<file path="src/rtl/seq_slice_adder.sv">
`default_nettype none
// =============================================================================
// seq_slice_adder: WIDTH-bit adder built from one 4-bit ripple slice reused
// over WIDTH/4 cycles. Define SEQ_SLICE_ADDER_OVF_EN to add the ovf output.
// Revision: 1.0
// =============================================================================
module seq_slice_adder #(
  parameter int WIDTH = 16
) (
  input  logic             clk,
  input  logic             rst,
  input  logic             in_valid,
  output logic             in_ready,
  input  logic [WIDTH-1:0] in1,
  input  logic [WIDTH-1:0] in2,
  input  logic             carry_in,
  output logic             out_valid,
  input  logic             out_ready,
  output logic [WIDTH-1:0] sum,
  output logic             carry_out,
`ifdef SEQ_SLICE_ADDER_OVF_EN
  output logic             ovf,
`endif
  output logic             busy
);

  localparam int NSLICE = WIDTH / 4;
  localparam int CNT_W  = (NSLICE > 1) ? $clog2(NSLICE) : 1;
  localparam logic [CNT_W-1:0] LAST_CNT = CNT_W'(NSLICE - 1);

  typedef enum logic [1:0] {
    IDLE = 2'd0,
    RUN  = 2'd1,
    DONE = 2'd2
  } state_t;

  state_t           state_q, state_d;
  logic [CNT_W-1:0] cnt_q, cnt_d;
  logic [WIDTH-1:0] a_q, a_d;
  logic [WIDTH-1:0] b_q, b_d;
  logic             carry_q, carry_d;
  logic [WIDTH-1:0] sum_q, sum_d;
  logic             cout_q, cout_d;
`ifdef SEQ_SLICE_ADDER_OVF_EN
  logic             ovf_q, ovf_d;
`endif

  logic [CNT_W+1:0] nib_base;
  logic [3:0]       a_nib, b_nib, slice_t, slice_s;
  logic [4:0]       slice_c;

  // Shared 4-bit ripple slice; slice_c[3] is the carry into the slice MSB.
  always_comb begin
    nib_base   = {cnt_q, 2'b00};
    a_nib      = a_q[nib_base +: 4];
    b_nib      = b_q[nib_base +: 4];
    slice_t    = '0;
    slice_s    = '0;
    slice_c    = '0;
    slice_c[0] = carry_q;
    for (int i = 0; i < 4; i++) begin
      slice_t[i]   = a_nib[i] ^ b_nib[i];
      slice_s[i]   = slice_t[i] ^ slice_c[i];
      slice_c[i+1] = (a_nib[i] & b_nib[i]) | (slice_t[i] & slice_c[i]);
    end
  end

  always_comb begin
    state_d = state_q;
    cnt_d   = cnt_q;
    a_d     = a_q;
    b_d     = b_q;
    carry_d = carry_q;
    sum_d   = sum_q;
    cout_d  = cout_q;
`ifdef SEQ_SLICE_ADDER_OVF_EN
    ovf_d   = ovf_q;
`endif
    case (state_q)
      IDLE: begin
        if (in_valid) begin
          a_d     = in1;
          b_d     = in2;
          carry_d = carry_in;
          cnt_d   = '0;
          sum_d   = '0;
          state_d = RUN;
        end
      end
      RUN: begin
        sum_d[nib_base +: 4] = slice_s;
        carry_d              = slice_c[4];
        if (cnt_q == LAST_CNT) begin
          cout_d  = slice_c[4];
`ifdef SEQ_SLICE_ADDER_OVF_EN
          ovf_d   = slice_c[3] ^ slice_c[4];
`endif
          state_d = DONE;
        end else begin
          cnt_d = cnt_q + 1'b1;
        end
      end
      DONE: begin
        if (out_ready) begin
          state_d = IDLE;
        end
      end
      default: state_d = IDLE;
    endcase
  end

  always_ff @(posedge clk) begin
    if (rst) begin
      state_q <= IDLE;
      cnt_q   <= '0;
      a_q     <= '0;
      b_q     <= '0;
      carry_q <= 1'b0;
      sum_q   <= '0;
      cout_q  <= 1'b0;
`ifdef SEQ_SLICE_ADDER_OVF_EN
      ovf_q   <= 1'b0;
`endif
    end else begin
      state_q <= state_d;
      cnt_q   <= cnt_d;
      a_q     <= a_d;
      b_q     <= b_d;
      carry_q <= carry_d;
      sum_q   <= sum_d;
      cout_q  <= cout_d;
`ifdef SEQ_SLICE_ADDER_OVF_EN
      ovf_q   <= ovf_d;
`endif
    end
  end

  assign in_ready  = (state_q == IDLE);
  assign busy      = (state_q == RUN);
  assign out_valid = (state_q == DONE);
  assign sum       = sum_q;
  assign carry_out = cout_q;
`ifdef SEQ_SLICE_ADDER_OVF_EN
  assign ovf       = ovf_q;
`endif

endmodule
`default_nettype wire
</file>
<file path="config.mk">
export PLATFORM = sky130hd
export DESIGN_NAME = seq_slice_adder
export DESIGN_NICKNAME = d
export VERILOG_FILES = /design/src/rtl/seq_slice_adder.sv
export SDC_FILE = /design/constraint.sdc
export NUM_CORES = 1
export LEC_CHECK = 0
export ABC_AREA = 1
export CAP_MARGIN = 20
export CELL_PAD_IN_SITES_DETAIL_PLACEMENT = 1
export CELL_PAD_IN_SITES_GLOBAL_PLACEMENT = 2
export CORE_ASPECT_RATIO = 1.75
export CORE_MARGIN = 2
export CORE_UTILIZATION = 30
export DETAILED_ROUTE_END_ITERATION = 10
export PLACE_DENSITY_LB_ADDON = 0.1
export SETUP_SLACK_MARGIN = 0.2
export SYNTH_ARGS = -nofsm -noshare
export SYNTH_HDL_FRONTEND = slang
export SYNTH_SLANG_ARGS = --single-unit
</file>
<file path="constraint.sdc">
create_clock -name clk -period 6.4 [get_ports clk]
set_input_delay 1.6 -clock clk [delete_from_list [all_inputs] [get_ports clk]]
set_output_delay 1.6 -clock clk [all_outputs]
set_load 0.005 [all_outputs]
</file>
# Word level (Yosys, flattened, before mapping)
# Index checks and enable logic that the tools add are counted.
[classes]
addsub = 2
n_eq_ne = 7
n_shift = 4
n_mux = 12
n_bitwise = 20
reduce_logical = 7
[ops]
columns = ["op", "n"]
rows = [
  ["$pmux 16 s2", 1],
  ["$shiftx 16x5->4", 2],
  ["$bwmux 16", 1],
  ["$mux 16", 1],
  ["$shift 4x6->16 const A", 1],
  ["$shiftx 4x6->16", 1],
  ["$mux 2", 5],
  ["$and 1x1->1", 8],
  ["$xor 1x1->1", 8],
  ["$neg 4->6", 1],
  ["$pmux 2 s3", 1],
  ["$reduce_and 2->1", 3],
  ["$reduce_and 3->1", 2],
  ["$eq 2x2->1 const B", 2],
  ["$ne 2x1->1 const B", 2],
  ["$ne 2x2->1 const B", 2],
  ["$or 1x1->1", 4],
  ["$pmux 2 s2", 1],
  ["$add 2x1->2 const B", 1],
  ["$eq 2x1->1 const B", 1],
  ["$logic_not 2->1", 1],
  ["$pmux 1 s2", 1],
  ["$reduce_bool 2->1", 1],
  ["$mux 1", 1],
]
[totals]
reg_bits = 54
inputBits = 37
out_inout_bits = 20
word_cells = 59

# Depth between registers and ports, before layout
# Gate-level depths: netlist of run 1.
[logic_depth]
ltp_word = 12
mapped_depth = 14
ltp_nobuf = 13

# Worst setup path before layout of run 1
# Ideal clock, no wire load.
[synth_timing]
path_type = "reg2reg"
start = "register cnt_q[0]"
end = "register sum_q[15], in the netlist sum[15]"
setup_ns = 0.132
t_arrival_ns = 2.608
required_ns = 6.268
path_slack_ns = 3.659
path_stages_with_launch = 15
n_path_buf = 1
synth_period_minus_slack_ns = 2.741
path_cell_list = "dfxtp_1 > inv_1 > clkbuf_1 > o21ai_0 > o22ai_1 > fa_1 > inv_1 > fa_1 > fa_1 > inv_1 > fa_1 > nand2_1 > nor2_1 > nand2_1 > a21oi_1"
[synth_via]
elab_chain_len = 12
word_cells_on_any_way = 24
[synth_rtl]
columns = ["item", "line", "text"]
rows = [
  ["from (decl)", "38", "logic [CNT_W-1:0] cnt_q, cnt_d;"],
  ["from (signal assigned)", "126", "cnt_q <= cnt_d;"],
  ["$shiftx 16x5->4, on equally long branches", "55, 56", ""],
  ["$xor 1x1->1", "62", "slice_t[i] = a_nib[i] ^ b_nib[i];"],
  ["$and 1x1->1", "64", "slice_c[i+1] = (a_nib[i] & b_nib[i]) | (slice_t[i] & slice_c[i]);"],
  ["$or 1x1->1", "64", ""],
  ["$and 1x1->1", "64", ""],
  ["$or 1x1->1", "64", ""],
  ["$and 1x1->1", "64", ""],
  ["$or 1x1->1", "64", ""],
  ["$xor 1x1->1", "63", "slice_s[i] = slice_t[i] ^ slice_c[i];"],
  ["$shiftx 4x6->16", "91", "sum_d[nib_base +: 4] = slice_s;"],
  ["$bwmux 16 *", "91", ""],
  ["$pmux 16 s2 *", "79", "case (state_q)"],
  ["to (signal assigned)", "130", "sum_q <= sum_d;"],
  ["to (decl)", "42", "logic [WIDTH-1:0] sum_q, sum_d;"],
]
# Mark *: on every way between the ends. The rest lies on a longest branch, timed or not.
# A chain may end at the register's enable or synchronous reset.

# Worst setup path after layout of run 1
# Same ends and word-level chain as after synthesis.

==> results of run 1 <==
## through the flow
step / std cells / utilization (%)
2_1_floorplan: 345 / -
3_3_place_gp: 474 / 37.2
3_5_place_dp: 474 / 37.2
4_1_cts: 482 / 39.3
5_1_grt: 482 / 39.3
6_report: 482 / 39.3
## logic make-up after synthesis
group	synth area share, %
adder cells (fa/ha/maj)	5.16
AO/OA/AOI/OAI	15.1
flip-flops	42.9
buffers and inverters	8.89
AND/OR/NAND/NOR	28.0
## sequential cells by signal, summed over array words and instances (netlist names)
register	count
sum	16
carry_q	1
cnt_q	2
a_q	16
carry_out	1
state_q	2
b_q	16
## worst max-delay path: stages, from the launching register on
cell and delay (ns):
dfxtp_1 0.77, inv_1 0.50, o21ai_0 0.28, o22ai_1 0.12, fa_1 0.39, inv_1 0.08
fa_1 0.18, fa_1 0.16, inv_1 0.05, fa_1 0.51, nand2_1 0.08, nor2_1 0.16
nand2_1 0.08, a21oi_1 0.13
## worst max-delay path by stage
| stage | startpoint | to | slack (ns) | cells past startpoint |
|---|---|---|---|---|
| 2_1_floorplan | cnt_q[0] | sum[15] | 3.66 | 14 |
| 3_3_place_gp | rst | a_q[8] | 2.94 | 4 |
| 3_5_place_dp | cnt_q[0] | sum[15] | 2.86 | 13 |
| 4_1_cts | cnt_q[0] | sum[15] | 2.83 | 13 |
| 5_1_grt | cnt_q[0] | sum[15] | 2.43 | 13 |
| 6_report | cnt_q[0] | sum[15] | 2.85 | 13 |
## layer usage
metal  vias to the layer above  GRT usage (%)
li1                       1211              -
met1                      1071           16.6
met2                        53           31.5
met3                        14           2.74
met4                         0           7.73
met5                         -              0
## power groups by stage
stage | combinational (uW) | sequential [uW] | clock (uW)
6_report | 153 | 375 | 310
5_1_grt | 177 | 379 | 335
4_1_cts | 157 | 376 | 320
3_5_place_dp | 156 | 384 | 0
3_3_place_gp | 153 | 384 | 0
2_1_floorplan | 111 | 374 | 0
## area by class of cell
cell class                      count  area [sq um]  area share, %
Inverter                           20          75.1           2.33
Tap cell                           92           115           3.57
Sequential cell                    54          1080           33.5
Clock inverter                      3          45.0           1.40
Timing Repair Buffer               57           568           17.6
Multi-Input combinational cell    251          1210           37.7
Clock buffer                        5           125           3.88
## cells in the final DEF, fill, tap and decap left out, types with 2 or more instances in the layout
cell              n
clkinvlp_4        2
nand2_1          34
inv_1            16
o21ai_1          32
clkdlybuf4s50_1  56
o22ai_1           4
o21ai_0          16
dfxtp_1          54
nand2_2           2
a21oi_1          23
clkbuf_16         5
inv_2             3
nand3b_1          4
nor2_1           99
nand3_1          22
nand3_2           2
ha_1              4
nor3_1            3
fa_1              4
==> results by group, run 1 <==
Status
  – Status: complete, no violations

Drt
  – Metal2 WL: 3960 um
  – Drt wl/cell: approximately 14 um
  – WL met3: 207 um
  – Via/cell ratio: 4.87
  – DRT Wirelength: 6910 um
  – Total number of vias: around 2300
  – Top Metal Used: met4
  – Initial DRC Count: 52
  – # DRC: 0
  – Pre-antenna DRT Iters: 4
  – ANT nets after route: 0
  – Met1 wire length: between 2000 and 3000 um

Min path
  – Min-delay worst type: flip-flop to flip-flop
  – Hold Startpoint: carry_out
  – Hold Path Sink: carry_out
  – Hold Path Cell Cnt: 2

Timing
  – Final slew viol count: 0
  – Fmax: between 200 and 300 MHz
  – Worst hold slack: 0.464 ns
  – Final setup viols: 0
  – Fin crit period: 3.55 ns
  – Hold Vio Cnt, Final: 0
  – Least-Margin Pin Slew: 0.708 ns
  – Relative slew slack: around 53%
  – Setup TNS Final: 0 ns
  – RSZ-0062 raised after global routing: no
  – Clk_skew: 0.00462 ns
  – Fin worst setup slack: about 2.8 ns
  – Fin crit share: between 50 and 60%

Power
  – Cell internal pwr: 610 uW
  – Comb pwr share: 18.3%
  – Tot Pwr: 839 uW
  – P_leak: 0.00125 uW
  – VDD IR max: about 180 uV
  – Reg power frac: 44.8%
  – Psw: 229 uW
  – Switching Fraction: 27.2%
  – Clk network pwr share: 37.0%
  – Pwr/cell area: 260 nW/um^2

Cells and area
  – Inserted Diodes: 0
  – Layout Nets: ~430
  – Synth-to-Final Area Change: 28.0%
  – Fillcell total: 1028
  – Fraction of layout cells with a size suffix above 1: roughly 4.6%
  – Final instance area: 3220 sq um

Placed design
  – Count of buffers from port buffering: 56
  – Detail Placement HPWL: 5250 um
  – Dpl ws: 2.86 ns
  – Area after DPL: 3050 sq um
  – Routability Congestion: 0.768

Floorplan
  – Chip Height: about 130 um
  – Die area: 9180 sq um
  – Core area: 8200 sq um
  – Initial Util: 30.7%
  – # rows: 44
  – Die Span X: 73.3 um
  – Ports: 57

Synth
  – EDFF count, synth: 0
  – Sequential fraction of the synthesis area: 42.9%
  – Top cell type's share of synthesized area: 42.9%
  – Post-Syn Area: 2520 sq um
  – Most instantiated library cell after synthesis: nor2_1
  – Fraction of registers with async set/reset: 0%
  – Post-synthesis cell type count: 22
  – Top cells by count, synth: 99 x nor2_1, 54 x dfxtp_1, 34 x nand2_1
  – Post-synth top area cell: dfxtp_1
  – Top cells by area, synth: dfxtp_1 43%, nor2_1 15%, o21ai_1 6.4%
  – Synthesized net count: 390
  – Gate Count Post-Synth: around 350
  – Syn Area/Cell: 7.30 sq um
  – FF+latch count, synth: 54
  – Synth warnings: 0
  – Dominant synthesized flop cell: dfxtp_1

Clock network
  – Clk sinks: 54
  – TritonCTS Buffers: 5
  – CTS tree: built
  – H-Tree Depth: 2
  – Hold buffer count at CTS: 0
  – Clk buf depth: 2
  – Clock Tree Root: clkbuf_16
  – # Post-CTS Setup Buffers: 0
  – Post-CTS sizing: 0
  – Clock latency on the worst-skew pair: approximately 0.30 ns
  – Clock transition at path regs: 0.07 ns

Setup path
  – Worst Path Arrival: 3.77 ns
  – Crit path kind: flip-flop to flip-flop
  – Worst Path Required: 6.61 ns
  – Worst reg2reg startpoint: cnt_q[0]
  – Startpoint Class: flip-flop
  – Critical path peak fanout: 24
  – Crit Reg-Reg Endpoint: sum[15]
  – Worst setup EP type: flip-flop
  – R2R cell count: 13
  – Reg2Reg Setup Slack: roughly 2.8 ns

Global route
  – Largest net degree at the start of global routing: between 50 and 60
  – All-Layer GR Usage: 16.6%
  – Grt total ovfl: 0
  – Vias in the first global route: roughly 2500
  – First-pass GRT wire length: approximately 12000 um
  – Initial antenna violation count: 0

Job
  – Max cap viols: 0
Note: power is estimated with default switching activity, not from simulation.
==> run 2, diff against run 1 <==
--- a/config.mk
+++ b/config.mk
@@ -11,7 +11,7 @@
 export CELL_PAD_IN_SITES_GLOBAL_PLACEMENT = 2
 export CORE_ASPECT_RATIO = 1.75
 export CORE_MARGIN = 2
-export CORE_UTILIZATION = 30
+export CORE_UTILIZATION = 28
 export DETAILED_ROUTE_END_ITERATION = 10
 export PLACE_DENSITY_LB_ADDON = 0.1
 export SETUP_SLACK_MARGIN = 0.2
==> constraint.sdc (replaced) <==
create_clock -name clk -period 3.6 [get_ports clk]
set_input_delay 0.9 -clock clk [delete_from_list [all_inputs] [get_ports clk]]
set_output_delay 0.9 -clock clk [all_outputs]
set_load 0.005 [all_outputs]
==> results by group, run 2 (same netlist as run 1, synthesis figures left out) <==
Status
  – Status: complete, no violations

Cells and area
  – Inserted Diodes: 0
  – Layout Nets: 439
  – Final core utilization: ~38%
  – Fraction of layout cells with a size suffix above 1: 5.82%
  – Most common cell after layout, fill and taps aside: nor2_1
  – Synth-to-Final Area Change: 29.9%
  – Most frequent cells in the layout: 99 x nor2_1, 56 x clkdlybuf4s50_1, 54 x dfxtp_1, 34 x nand2_1, 32 x o21ai_1

Drt
  – Total number of vias: 2350
  – Met1 wire length: 2640 um
  – Pre-antenna DRT Iters: 4
  – DRT Wirelength: 7160 um
  – ANT nets after route: 0
  – Initial DRC Count: between 70 and 80
  – Via/cell ratio: 4.59
  – Top Metal Used: met4
  – Drt wl/cell: roughly 14 um
  – Metal2 WL: roughly 4200 um
  – WL met3: between 150 and 200 um
  – # DRC: 0

Global route
  – First-pass GRT wire length: 12100 um
  – Initial antenna violation count: 0
  – All-Layer GR Usage: 16.3%
  – Vias in the first global route: 2431
  – Largest net degree at the start of global routing: 38
  – Grt total ovfl: 0

Floorplan
  – Die area: 9800 sq um
  – Core area: between 8000 and 9000 sq um
  – # rows: 45
  – Initial Util: roughly 29%
  – Die Span X: between 70 and 80 um
  – Chip Height: approximately 130 um
  – Ports: 57

Timing
  – Fin crit share: 83.0%
  – Fin crit period: 2.99 ns
  – Fmax: 334 MHz
  – Least-Margin Pin Slew: 0.633 ns
  – Relative slew slack: ~58%
  – Clk_skew: around 0.005 ns
  – RSZ-0062 raised after global routing: no
  – Final setup viols: 0
  – Final slew viol count: 0
  – Fin worst setup slack: between 0.6 and 0.7 ns
  – Hold Vio Cnt, Final: 0
  – Setup TNS Final: 0 ns

Setup path
  – Slowest stage cell, crit path: dfxtp_1
  – Worst setup EP type: flip-flop
  – Crit path kind: flip-flop to flip-flop
  – Most common cell on crit path: fa_1
  – Largest delay share family, worst path: adder cells
  – Critical path peak fanout: 15
  – Crit-path cells: buf_4 > nor2_1 > o22ai_1 > fa_1 > inv_1 > fa_1 > fa_1 > inv_1 > fa_1 > nand2_1 > nor2_1 > nand2_1 > a21oi_1
  – Buf/Inv on CP: 3
  – CP startpoint: cnt_q[0]
  – Worst Path Required: around 3.8 ns
  – Startpoint Class: flip-flop
  – Worst reg2reg startpoint: cnt_q[0]
  – Max incr delay on CP: slightly below 0.6 ns
  – Worst Path Arrival: 3.17 ns

Job
  – Max cap viols: 0

Power
  – Cell internal pwr: 1040 uW
  – Pwr/cell area: 441 nW/um^2
  – Reg power frac: 45.9%
  – Switching Fraction: 28.1%
  – Clk network pwr share: roughly 34%
  – Psw: 407 uW
  – VDD IR max: 202 uV
  – P_leak: between 0.001 and 0.0015 uW
  – Comb pwr share: around a fifth

Clock network
  – # Post-CTS Setup Buffers: 0
  – Clock transition at path regs: 0.07 ns
  – Clock Tree Root: clkbuf_16
  – CTS tree: built
  – TritonCTS Buffers: 5
  – Clk buf depth: 2
  – Post-CTS sizing: 0
  – H-Tree Depth: 2
  – Clock latency on the worst-skew pair: 0.29 ns
  – Clk sinks: 54
  – Hold buffer count at CTS: 0

Min path
  – Hold Startpoint: b_q[1]
  – Min-delay worst type: flip-flop to flip-flop

Placed design
  – Dpl ws: 0.624 ns
  – Count of buffers from port buffering: 56
  – Detail Placement HPWL: 5580 um
  – Routability Congestion: 0.799
## run 2: changes by cell type in the layout (fill, tap and decap cells not counted), sizes merged
cell	previous run	this run
clkinvlp	2	1
buf	1	6
bufinv	1	0
clkbuf	5	6
clkinv	1	2
## run 2: power by group through the flow
stage	clock [uW]	sequential (uW)	combinational, uW
finish	497	664	284
global route	546	670	329
global placement	0	679	287
floorplan	0	666	198
detailed placement	0	679	292
CTS	516	665	293
## run 2: layout make-up
cell class / instances / area (sq um)
clock buffers: 6 / 139
clock inverters: 2 / 12.5
fillers: 1067 / 5450
inverters: 20 / 75.1
multi-input cells: 251 / 1210
flip-flops and latches: 54 / 1080
well taps: 117 / 146
repair buffers: 62 / 606
## run 2: final timing paths
kind                            endpoint  slack, ns  depth (start not counted)
worst max-delay path             sum[15]       0.61                         13
worst min-delay path              b_q[1]       0.46                          2
worst max register to register   sum[15]       0.61                         13
worst min register to register    b_q[1]       0.46                          2
## run 2: metal layers
layer / track usage (%) / vias up
met2: 31.9 / 37
met4: 5.06 / 0
met3: 2.88 / 7
met5: 0 / -
li1: - / 1215
met1: 16.7 / 1091
## run 2: tightest hold or removal path: stages, from the launching register on
cell     delay [ns]
dfxtp_1        0.30
inv_1          0.06
a21oi_1        0.06
## run 2: through the flow
| step | instance area, sq um | power (uW) | hold WS (ns) | std cells |
|---|---|---|---|---|
| floorplan | 2520 | 863 | 0.425 | 345 |
| global placement | 3120 | 967 | 0.450 | 504 |
| detailed placement | 3120 | 971 | 0.460 | 504 |
| CTS | 3270 | 1480 | 0.470 | 512 |
| global route | 3270 | 1540 | 0.486 | 512 |
| finish | 3270 | 1450 | 0.461 | 512 |
==> run 3, diff against run 2 <==
==> constraint.sdc (replaced) <==
create_clock -name clk -period 3.1 [get_ports clk]
set_input_delay 0.775 -clock clk [delete_from_list [all_inputs] [get_ports clk]]
set_output_delay 0.775 -clock clk [all_outputs]
set_load 0.005 [all_outputs]
==> results by group, run 3 (same netlist as run 1, synthesis figures left out) <==
Status
  – Status: complete, no violations

Min path
  – Hold Startpoint: a_q[1]
  – Min-delay worst type: flip-flop to flip-flop
  – Hold Path Sink: a_q[1]
  – Hold Path Cell Cnt: 2

Drt
  – Drt wl/cell: between 10 and 15 um
  – Via/cell ratio: 4.68
  – Initial DRC Count: 106
  – DRT Wirelength: 7120 um
  – Total number of vias: 2407
  – Pre-antenna DRT Iters: 4
  – ANT nets after route: 0
  – # DRC: 0

Global route
  – Met1 usage: 16.7%
  – Grt total ovfl: 0
  – Initial antenna violation count: 0
  – Vias in the first global route: 2477
  – All-Layer GR Usage: 16.1%
  – GRT met2 Usage: 31.0%
  – Largest net degree at the start of global routing: 38
  – First-pass GRT wire length: around 12000 um
  – GRT met3 Usage: between 2 and 2.5%
  – Busiest grt layer: met2

Clock network
  – Clk buf depth: 2
  – Clock latency on the worst-skew pair: 0.29 ns
  – CTS tree: built
  – Clk sinks: 54
  – Hold buffer count at CTS: 0
  – Clock Tree Root: clkbuf_16
  – H-Tree Depth: 2
  – Clock transition at path regs: 0.07 ns
  – TritonCTS Buffers: 5

Setup path
  – Reg2Reg Setup Slack: roughly 0.37 ns
  – Crit Reg-Reg Endpoint: sum[7]
  – Most common cell on crit path: fa_1
  – Startpoint Class: flip-flop
  – R2R cell count: 13
  – Worst setup EP type: flip-flop
  – Largest delay share family, worst path: adder cells
  – Max incr delay on CP: 0.43 ns
  – Slowest stage cell, crit path: fa_1
  – Critical path peak fanout: 10
  – Crit path kind: flip-flop to flip-flop
  – Buf/Inv on CP: 3
  – Crit-path cells: buf_4 > nor2_1 > o22ai_1 > fa_1 > inv_1 > fa_1 > fa_1 > inv_1 > fa_1 > nand2_1 > nor2_1 > nand2_1 > a21oi_1
  – Worst Path Arrival: 2.90 ns
  – Worst reg2reg startpoint: cnt_q[0]
  – Worst Path Required: 3.28 ns

Placed design
  – Detail Placement HPWL: roughly 5600 um
  – Routability Congestion: 0.857
  – Count of buffers from port buffering: 56

Timing
  – Fin crit share: 88.0%
  – Final slew viol count: 0
  – Clk_skew: 0.00456 ns
  – Setup TNS Final: 0 ns
  – RSZ-0062 raised after global routing: no
  – Final setup viols: 0
  – Relative slew slack: around three fifths
  – Fmax: 367 MHz
  – Fin crit period: 2.73 ns
  – Hold Vio Cnt, Final: 0
  – Least-Margin Pin Slew: 0.583 ns

Cells and area
  – Fillcell total: between 1000 and 1500
  – Sequential standard cell area: 1080 sq um
  – Most common cell after layout, fill and taps aside: nor2_1
  – Most frequent cells in the layout: 99 x nor2_1, 56 x clkdlybuf4s50_1, 52 x dfxtp_1, 34 x nand2_1, 32 x o21ai_1
  – Final core utilization: 37.7%
  – Layout Nets: around 440
  – Fraction of layout cells with a size suffix above 1: 7.05%
  – Synth-to-Final Area Change: 30.4%
  – Multi-input logic area: 1220 sq um
  – Inserted Diodes: 0

Floorplan
  – Die area: a little under 10000 sq um
  – Initial Util: 28.9%
  – Ports: 57
  – # rows: 45
  – Die Span X: 75.7 um
  – Core area: between 8000 and 9000 sq um
  – Chip Height: 129 um

Job
  – Max cap viols: 0

Power
  – P_leak: 0.00128 uW
  – VDD IR max: 253 uV
  – Pwr/cell area: 501 nW/um^2
-- run 3: cell count changes in the layout (fill, tap and decap cells not counted), sizes merged --
cell,change
buf,+3
clkinv,-2
clkbuf,+1
clkinvlp,-1
inv,+1
-- run 3: worst register-to-register path: cells and delay by family (launching register included) --
kind	cells	cell delay (ns)
DFF	1	0.37
and+or+nand+nor	4	0.30
adders and majority gates	4	1.39
buffers and inverters	3	0.32
AOI/OAI and AO/OA	2	0.26
-- run 3: layout make-up --
class	count	share of cell area [%]
tap	117	4.45
multi-input combinational	251	37.2
timing repair buffer	65	19.1
inverter	20	2.28
sequential	54	33.0
clock buffer	7	4.04
-- run 3: repair_timing --
item	4_1_cts	5_1_grt
gates resized for setup	0	5
buffers inserted	0	0
setup endpoints to repair	0	6
-- run 3: metal layers --
| metal | share of wire, % | vias to the layer above |
|---|---|---|
| li1 | - | 1218 |
| met1 | 37 | 1141 |
| met2 | 58 | 41 |
| met3 | 2.4 | 7 |
| met4 | 2.1 | 0 |
| met5 | 0 | - |
-- run 3: how the worst max path moves through the flow --
stage | start | cells after the start | slack (ns) | end
2_1_floorplan | cnt_q[0] | 14 | 0.36 | sum[15]
4_1_cts | cnt_q[0] | 13 | 0.33 | sum[7]
3_5_place_dp | cnt_q[1] | 13 | 0.34 | sum[7]
3_3_place_gp | cnt_q[0] | 13 | 0.43 | sum[7]
6_report | cnt_q[0] | 13 | 0.37 | sum[7]
5_1_grt | cnt_q[0] | 13 | 0.21 | sum[7]
-- run 3: per-stage QoR --
step | cells | power [uW] | hold WS, ns | instance area (sq um) | setup WS (ns)
after floorplan | 345 | 1000 | 0.425 | 2520 | 0.359
final | 514 | 1650 | 0.453 | 3290 | 0.373
after CTS | 514 | 1680 | 0.458 | 3280 | 0.327
after global placement | 507 | 1130 | 0.441 | 3150 | 0.434
after detailed placement | 507 | 1130 | 0.447 | 3150 | 0.344
after global routing | 514 | 1750 | 0.480 | 3290 | 0.208
-- run 3: power breakdown --
group | total [uW] | switching, uW | internal [uW]
Combinational | 342 | 189 | 152
Sequential | 770 | 30.2 | 739
Clock | 535 | 238 | 296
Total | 1650 | 458 | 1190
